`config.mk`:
```
export PLATFORM = sky130hd
export DESIGN_NAME = uart_tx_arbiter
export DESIGN_NICKNAME = d
export VERILOG_FILES = /design/src/rtl/uart_tx_arbiter_pkg.sv /design/src/rtl/uart_arb_fifo.sv /design/src/rtl/uart_tx_arbiter.sv
export SDC_FILE = /design/constraint.sdc
export NUM_CORES = 1
export LEC_CHECK = 0
export ABC_AREA = 0
export BUFFER_PORTS_ARGS = -buffer_cell sky130_fd_sc_hd__buf_2
export CAP_MARGIN = 20
export CORE_MARGIN = 5
export CORE_UTILIZATION = 60
export DETAILED_ROUTE_END_ITERATION = 16
export GPL_TIMING_DRIVEN = 0
export PLACE_DENSITY = 0.83
export SYNTH_ARGS = -nofsm -noshare
export SYNTH_HDL_FRONTEND = slang
export SYNTH_HIERARCHICAL = 1
export SYNTH_SLANG_ARGS = --single-unit
```
`constraint.sdc`:
```
create_clock -name clk -period 3.5 [get_ports clk]
set_clock_uncertainty 0.15 [all_clocks]
set_input_delay 0.175 -clock clk [delete_from_list [all_inputs] [get_ports clk]]
set_output_delay 0.175 -clock clk [all_outputs]
set_load 0.03 [all_outputs]
```
`src/rtl/uart_tx_arbiter_pkg.sv`:
```
// Shared constants and state type for the UART TX arbiter slice.
package uart_tx_arbiter_pkg;

  localparam int unsigned UART_FRAME_BITS = 11;

  localparam logic [7:0] ASCII_CR = 8'h0D;
  localparam logic [7:0] ASCII_LF = 8'h0A;

  typedef enum logic [1:0] {
    ST_IDLE = 2'd0,
    ST_SEND = 2'd1,
    ST_WAIT = 2'd2
  } tx_state_e;

endpackage

```
`src/rtl/uart_arb_fifo.sv`:
```
// Synchronous FIFO shared by all requesters; push ignored when full, pop ignored when empty.
module uart_arb_fifo #(
  parameter int unsigned DEPTH = 8,
  parameter int unsigned WIDTH = 8
) (
  input  logic                     clk,
  input  logic                     rst,
  input  logic                     i_push,
  input  logic [WIDTH-1:0]         i_push_data,
  input  logic                     i_pop,
  output logic [WIDTH-1:0]         o_head,
  output logic [$clog2(DEPTH):0]   o_count,
  output logic                     o_full,
  output logic                     o_empty
);

  localparam int unsigned AW = $clog2(DEPTH);
  localparam logic [AW:0] FULL_CNT = DEPTH[AW:0];

  logic [WIDTH-1:0] r_mem [DEPTH];
  logic [AW-1:0]    r_wr_ptr;
  logic [AW-1:0]    r_rd_ptr;
  logic [AW:0]      r_count;
  logic             w_push_ok;
  logic             w_pop_ok;

  // Full comes from the registered count, so a pop never frees a slot in the same cycle.
  assign o_full    = (r_count == FULL_CNT);
  assign o_empty   = (r_count == '0);
  assign w_push_ok = i_push && !o_full;
  assign w_pop_ok  = i_pop && !o_empty;
  assign o_head    = r_mem[r_rd_ptr];
  assign o_count   = r_count;

  always_ff @(posedge clk) begin
    if (w_push_ok) begin
      r_mem[r_wr_ptr] <= i_push_data;
    end
  end

  always_ff @(posedge clk or posedge rst) begin
    if (rst) begin
      r_wr_ptr <= '0;
      r_rd_ptr <= '0;
      r_count  <= '0;
    end else begin
      if (w_push_ok) begin
        r_wr_ptr <= r_wr_ptr + 1'b1;
      end
      if (w_pop_ok) begin
        r_rd_ptr <= r_rd_ptr + 1'b1;
      end
      case ({w_push_ok, w_pop_ok})
        2'b10:   r_count <= r_count + 1'b1;
        2'b01:   r_count <= r_count - 1'b1;
        default: r_count <= r_count;
      endcase
    end
  end

endmodule

```
`src/rtl/uart_tx_arbiter.sv`:
```
// Round-robin arbiter + FIFO + pacing FSM sharing one UART transmitter.
// Optional macro UART_ARB_CRLF_EN: LF bytes are expanded to CR,LF on the wire.
module uart_tx_arbiter
  import uart_tx_arbiter_pkg::*;
#(
  parameter int unsigned N_REQ      = 2,
  parameter int unsigned FIFO_DEPTH = 8,
  parameter int unsigned FRAME_CLKS = 4800
) (
  input  logic                          clk,
  input  logic                          rst,
  input  logic [N_REQ-1:0]              req_valid,
  input  logic [8*N_REQ-1:0]            req_data,
  output logic [N_REQ-1:0]              req_ready,
  output logic [7:0]                    uart_wr_data,
  output logic                          uart_wr_en,
  output logic                          busy,
  output logic [$clog2(FIFO_DEPTH):0]   fifo_count
);

  localparam int unsigned PTR_W = $clog2(N_REQ);
  localparam int unsigned CNT_W = $clog2(FRAME_CLKS);
  localparam logic [PTR_W-1:0] LAST_REQ = PTR_W'(N_REQ - 1);
  localparam logic [CNT_W-1:0] CNT_LOAD = CNT_W'(FRAME_CLKS - 2);

  tx_state_e        r_state;
  tx_state_e        w_state_nxt;
  logic [CNT_W-1:0] r_cnt;
  logic [CNT_W-1:0] w_cnt_nxt;
  logic [7:0]       r_wr_data;
  logic [PTR_W-1:0] r_rr_ptr;

  logic [PTR_W-1:0] w_cand;
  logic [PTR_W-1:0] w_grant_idx;
  logic             w_found;
  logic             w_grant_any;
  logic [7:0]       w_push_data;

  logic             w_fifo_full;
  logic             w_fifo_empty;
  logic [7:0]       w_fifo_head;
  logic             w_pop;
  logic             w_load;
  logic [7:0]       w_load_data;

`ifdef UART_ARB_CRLF_EN
  logic             r_pending_lf;
  logic             w_pending_nxt;
`endif

  // Wrapping search starting at the RR pointer; the first valid requester wins.
  always_comb begin
    w_cand      = r_rr_ptr;
    w_grant_idx = '0;
    w_found     = 1'b0;
    for (int unsigned k = 0; k < N_REQ; k++) begin
      if (!w_found && req_valid[w_cand]) begin
        w_found     = 1'b1;
        w_grant_idx = w_cand;
      end
      w_cand = (w_cand == LAST_REQ) ? '0 : w_cand + 1'b1;
    end
  end

  assign w_grant_any = w_found && !w_fifo_full && !rst;

  always_comb begin
    req_ready   = '0;
    w_push_data = '0;
    for (int unsigned j = 0; j < N_REQ; j++) begin
      if (w_grant_idx == PTR_W'(j)) begin
        req_ready[j] = w_grant_any;
        w_push_data  = req_data[8*j +: 8];
      end
    end
  end

  always_ff @(posedge clk or posedge rst) begin
    if (rst) begin
      r_rr_ptr <= '0;
    end else if (w_grant_any) begin
      r_rr_ptr <= (w_grant_idx == LAST_REQ) ? '0 : w_grant_idx + 1'b1;
    end
  end

  uart_arb_fifo #(
    .DEPTH (FIFO_DEPTH),
    .WIDTH (8)
  ) u_fifo (
    .clk         (clk),
    .rst         (rst),
    .i_push      (w_grant_any),
    .i_push_data (w_push_data),
    .i_pop       (w_pop),
    .o_head      (w_fifo_head),
    .o_count     (fifo_count),
    .o_full      (w_fifo_full),
    .o_empty     (w_fifo_empty)
  );

  always_comb begin
    w_state_nxt = r_state;
    w_cnt_nxt   = r_cnt;
    w_pop       = 1'b0;
    w_load      = 1'b0;
    w_load_data = w_fifo_head;
`ifdef UART_ARB_CRLF_EN
    w_pending_nxt = r_pending_lf;
`endif
    case (r_state)
      ST_IDLE: begin
`ifdef UART_ARB_CRLF_EN
        if (r_pending_lf) begin
          w_load        = 1'b1;
          w_load_data   = ASCII_LF;
          w_pending_nxt = 1'b0;
          w_state_nxt   = ST_SEND;
        end else if (!w_fifo_empty) begin
          w_pop       = 1'b1;
          w_load      = 1'b1;
          w_state_nxt = ST_SEND;
          if (w_fifo_head == ASCII_LF) begin
            w_load_data   = ASCII_CR;
            w_pending_nxt = 1'b1;
          end
        end
`else
        if (!w_fifo_empty) begin
          w_pop       = 1'b1;
          w_load      = 1'b1;
          w_state_nxt = ST_SEND;
        end
`endif
      end
      ST_SEND: begin
        w_cnt_nxt   = CNT_LOAD;
        w_state_nxt = ST_WAIT;
      end
      ST_WAIT: begin
        // SEND(1) + WAIT(FRAME_CLKS-2) + IDLE(1) gives exactly FRAME_CLKS between strobes.
        w_cnt_nxt = r_cnt - 1'b1;
        if (r_cnt <= CNT_W'(1)) begin
          w_state_nxt = ST_IDLE;
        end
      end
      default: begin
        w_state_nxt = ST_IDLE;
        w_cnt_nxt   = '0;
      end
    endcase
  end

  always_ff @(posedge clk or posedge rst) begin
    if (rst) begin
      r_state   <= ST_IDLE;
      r_cnt     <= '0;
      r_wr_data <= '0;
    end else begin
      r_state <= w_state_nxt;
      r_cnt   <= w_cnt_nxt;
      if (w_load) begin
        r_wr_data <= w_load_data;
      end
    end
  end

`ifdef UART_ARB_CRLF_EN
  always_ff @(posedge clk or posedge rst) begin
    if (rst) begin
      r_pending_lf <= 1'b0;
    end else begin
      r_pending_lf <= w_pending_nxt;
    end
  end

  assign busy = !w_fifo_empty || (r_state != ST_IDLE) || r_pending_lf;
`else
  assign busy = !w_fifo_empty || (r_state != ST_IDLE);
`endif

  assign uart_wr_en   = (r_state == ST_SEND);
  assign uart_wr_data = r_wr_data;

endmodule

```
* Word-level counts from Yosys, hierarchy flattened
Memories as Yosys holds them, arrays and structs flattened. A register that Yosys moved wholly into a read port is not among the register bits.
Index checks and enable logic that the tools add are counted.
** Word-level totals
- Register bits :: 26
- RAM bits :: 64
- Input bits :: 20
- Memories :: 1
** Memory list
- u_fifo.r_mem :: words 8, width 8, read ports 1, clocked after memory_dff 1, write ports 1, RTL line uart_arb_fifo.sv:20 : logic [WIDTH-1:0] r_mem [DEPTH];
** Cells by class
- Add/sub/neg operators :: 7
- Magnitude comparators :: 3
- Eq/ne operators :: 7
- Muxes and demuxes :: 22
- Reductions and logical operators :: 15
** Operators with widths (number)
- one-hot mux 13 bit (3 select lines) :: 1
- 2-to-1 mux 1 bit :: 16
- <= comparator 13 x 1 -> 1 bit (second input constant) :: 1
- subtractor 13 x 1 -> 13 bit (second input constant) :: 1
- 2-to-1 mux 8 bit :: 1
- one-hot mux 4 bit (2 select lines) :: 1
- adder 3 x 1 -> 3 bit (second input constant) :: 2
- one-hot mux 2 bit (3 select lines) :: 1
- logical AND 1 bit :: 5
- adder 4 x 1 -> 4 bit (second input constant) :: 1
- == test 2 x 1 -> 1 bit (second input constant) :: 2
- == test 2 bit (second input constant) :: 2
- == test 4 bit (second input constant) :: 1
- zero test 1 bit :: 4
- zero test 4 bit :: 1
- less-than comparator 1 x 2 -> 1 bit (second input constant) :: 2
- 2-to-1 mux 2 bit :: 2
- != test 2 bit (second input constant) :: 2
- nonzero test 2 bit :: 2
- subtractor 4 x 1 -> 4 bit (second input constant) :: 1
- adder 1 bit (second input constant) :: 2
- zero test 2 bit :: 1
- AND reduction 2 bit :: 1
- logical OR 1 bit :: 1

* Depth between registers and ports, before layout
- Word-level depth :: 11
- Mapped depth :: 11

* Modules after synthesis
Netlist, hierarchy kept.
** By module, submodules not included
- uart_arb_fifo :: times used 1, cells an instance 161, area an instance 3135.5 µm², seq. area each 2172.1 µm²
- uart_tx_arbiter :: times used 1, cells an instance 137, area an instance 1397.6 µm², seq. area each 600.6 µm²

* Least setup slack after synthesis
OpenSTA, ideal clock, no wires.
- Path type :: register -> register
- Start point :: reg u_fifo.r_count[0], in the netlist u_fifo/o_count[0]
- End point :: reg u_fifo.r_count[3], in the netlist u_fifo/o_count[3]
- Setup time :: 0.134 ns
- Data arrival time :: 2.942 ns
- Required time :: 3.216 ns
- Path slack :: 0.274 ns
- Stages on the path, launching flop included :: 11
- Path through :: dfrtp_1 nor4_1 nor2b_1 clkbuf_1 o41ai_2 inv_1 ha_1 ha_1 or4b_2 o311ai_0 o211ai_1
** RTL lines
- start: declaration :: RTL line uart_arb_fifo.sv:23 : logic [AW:0] r_count;
- start signal: assignment :: RTL line uart_arb_fifo.sv:54 : 2'b10: r_count <= r_count + 1'b1;
- start signal: assignment :: RTL line uart_arb_fifo.sv:55 : 2'b01: r_count <= r_count - 1'b1;
- start signal: assignment :: RTL line uart_arb_fifo.sv:56 : default: r_count <= r_count;
- zero test 4 bit * :: RTL line uart_arb_fifo.sv:29 : assign o_empty = (r_count == '0);
- net w_fifo_empty :: RTL line uart_tx_arbiter.sv:40 : logic w_fifo_empty;
- 2-to-1 mux 1 bit * (2 in a row)
- net w_load :: RTL line uart_tx_arbiter.sv:43 : logic w_load;
- logical AND 1 bit * :: RTL line uart_arb_fifo.sv:31 : assign w_pop_ok = i_pop && !o_empty;
- net u_fifo.w_pop_ok :: RTL line uart_arb_fifo.sv:25 : logic w_pop_ok;
- == test 2 x 1 -> 1 bit or == test 2 bit (tied branches) :: RTL line uart_arb_fifo.sv:53 : case ({w_push_ok, w_pop_ok})
- one-hot mux 4 bit (2 select lines) or nonzero test 2 bit (tied branches)
The timed path passes the listed nets; every way through them passes the cells marked *.
A chain may end at the register's enable or synchronous reset.

* Worst setup path after layout
Same ends and word-level chain as after synthesis.

==> impl_metrics.toml <==
[detailed_routing]
drt_pass1_iterations = 5
wl_um = 8830
vias = 2781
wl_per_cell_um = 19.5
ant_nets = 0
drc_errors = 0
via_per_inst = 6.15
drt_iter0_markers = 156

[yosys]
synth_largest_area_cell = "edfxtp_1"
synth_top_area_share = 0.424
synth_commonest_cells = "edfxtp_1, dfrtp_1, mux2_2"
synth.most_common_cell = "edfxtp_1"
ys_ff_latch = 98
yosysWarnings = 6
synth_seq_area_share = 0.612
synth_edf_count = 64
synth.avg_cell_area_um2 = 15.2
syn_area_mm2 = 0.00453
syn_nets = 330
netlist_instances = 298
yosysUniqueCellTypes = 47
ys_async_sr_fraction = 0.347
yosys_most_used_dff = "edfxtp_1"
synthTopCellsByArea = "edfxtp_1, dfrtp_1, mux4_1, mux2_2, ha_1"

[floorplan]
die-area_mm2 = 0.00939
core_area_mm2 = 0.00729
rows = 31
io_pins = 36
initial_core_util = 0.622
fp.dieH_um = 96.9
die_w_um = 96.9

[sta]
final.min_clock_period_ns = 3.33
hold_viol = 0
worst_slew_pin_slew_ns = 0.951
timing.fmax_mhz = 300
fin_crit_sh = 0.952
slew_headroom = 0.364
rsz0062_at_grt = "false"
setup_viol = 0
drv_slew = 0

[global_routing]
grt_first_pass_wirelength_um = 14400
overflow = 0
grtUsageTotal = 0.197
antenna_found_initial = 0
first_global_vias = 2833
grt_max_degree = 25

[final_layout]
antennaDiodeCount = 0
fin_cells = 452
fin_nets = 380
area_growth_pct = 14.2
fin_area_mm2 = 0.00518
drive_above_1_share = 0.286

[place]
io_buffers = 35
hpwl_um = 5920
place_inst = 434
gp_congestion = 0.846
post_dp_cell_area_mm2 = 0.00485

[status]
status = "finished, final reports clean"

[cts]
cts_buffers = 9
ctsLongestPathBuffers = 2
insertion_delay_ns = 0.37
h-tree-depth = 3
clk_pin_slew_ns = 0.10
ctsRootBufferMaster = "clkbuf_8"
clock-sinks = 98
tritoncts = "done"

[pwr]
leakage_uw = 0.00200
p_total_uw = 2910
irDropWorstVdd_mv = 0.317
powerDensity_mw_per_mm2 = 561

[setup_path]
worstPathArrival_ns = 3.42
crit_fanout = 9
cp-end-kind = "flip-flop"
crit_required_ns = 3.59
cp-start-kind = "flip-flop"
worstSetupPathType = "flip-flop to flip-flop"

[hold_path]
hp-class = "primary input to flip-flop"

[run]
drv_cap = 0
-- repair_timing --
action                                 CTS  global route
endpoints found under the hold margin   35             0
setup buffers                            0             0
hold buffers                             1             0
setup endpoints to repair                1             1
gates resized for setup                  2             2
-- per-stage QoR --
step / setup slack [ns] / setup TNS [ns] / hold slack, ns / utilization
detailed placement: -0.0908 / -0.0908 / 0.0491 / 0.665
floorplan: 0.274 / 0 / -0.135 / -
global placement: 0.000594 / 0 / 0.0443 / 0.663
CTS: 0.00182 / 0 / 0.0469 / 0.705
global route: 0.0146 / 0 / 0.0665 / 0.710
finish: 0.167 / 0 / 0.0535 / 0.710
-- layer usage --
| metal | track usage | up-vias | share of wire |
|---|---|---|---|
| li1 | - | 1260 | - |
| met3 | 0.0489 | 7 | 0.059 |
| met5 | 0 | - | 0 |
| met4 | 0.0562 | 0 | 0.011 |
| met2 | 0.316 | 105 | 0.50 |
| met1 | 0.270 | 1409 | 0.43 |
-- layout make-up --
type	instances	area [µm²]
plain buffers	11	70.1
clock inverters	7	149
multi-input cells	173	1650
fillers	503	2110
well taps	99	124
inverters	16	60.1
repair buffers	39	228
flip-flops and latches	98	2770
clock buffers	9	124
-- cell usage in the layout, fill, tap and decap left out, types with 3 or more instances in the layout --
cell type	n
buf_2	38
nand2_1	15
clkbuf_8	9
nor4_4	3
ha_1	11
o21ai_0	10
o311ai_0	5
nand2b_1	3
nor4_1	3
nor2_1	17
a21oi_1	5
xnor2_1	5
nand3_1	7
nand4_1	4
edfxtp_1	64
nor3_1	8
mux4_1	16
inv_1	16
mux2_2	29
clkbuf_1	4
bufinv_16	4
dfrtp_1	34
-- power breakdown --
part / internal (µW) / switching [µW]
clock network: 555 / 405
logic: 177 / 273
registers: 1390 / 108
-- sequential cells by signal, summed over array words and instances, names as in the netlist --
signal,cells
r_cnt,13
u_fifo/r_wr_ptr,3
u_fifo/o_count,4
r_state,2
uart_wr_data,8
r_rr_ptr,1
u_fifo/r_mem,64
u_fifo/r_rd_ptr,3
-- worst max-delay path, cell delays in order, from the launching register on --
cell	delay, ns
dfrtp_1	0.51
nor4_4	0.37
nor2b_1	0.08
clkbuf_2	0.22
o41ai_2	0.13
inv_1	0.16
ha_1	0.31
ha_1	0.38
or4b_2	0.63
o311ai_0	0.12
o211ai_1	0.14
-- path summary, 6_finish.rpt --
| kind | from | to | slack [ns] | cells past startpoint |
|---|---|---|---|---|
| min | req_data[11] | u_fifo/r_mem[4][3] | 0.05 | 2 |
| min in group asynchronous | rst | u_fifo/r_rd_ptr[2] | 0.21 | 3 |
| min reg2reg | uart_wr_data[5] | uart_wr_data[5] | 0.36 | 1 |
| max in group asynchronous | rst | u_fifo/o_count[1] | 2.71 | 3 |
| max reg2reg | u_fifo/o_count[0] | u_fifo/o_count[3] | 0.17 | 10 |
| max | u_fifo/o_count[0] | u_fifo/o_count[3] | 0.17 | 10 |
-- kinds of logic after synthesis --
| logic type | after synthesis | share of synthesized area |
|---|---|---|
| xor+xnor | 6 | 0.0116 |
| mux | 46 | 0.167 |
| fa+ha+maj | 12 | 0.0348 |
| buf+inv | 27 | 0.0284 |
| flops | 98 | 0.612 |
| compound gates | 35 | 0.0544 |
| simple gates | 74 | 0.0922 |
Note: power is estimated with default switching activity, not from simulation.
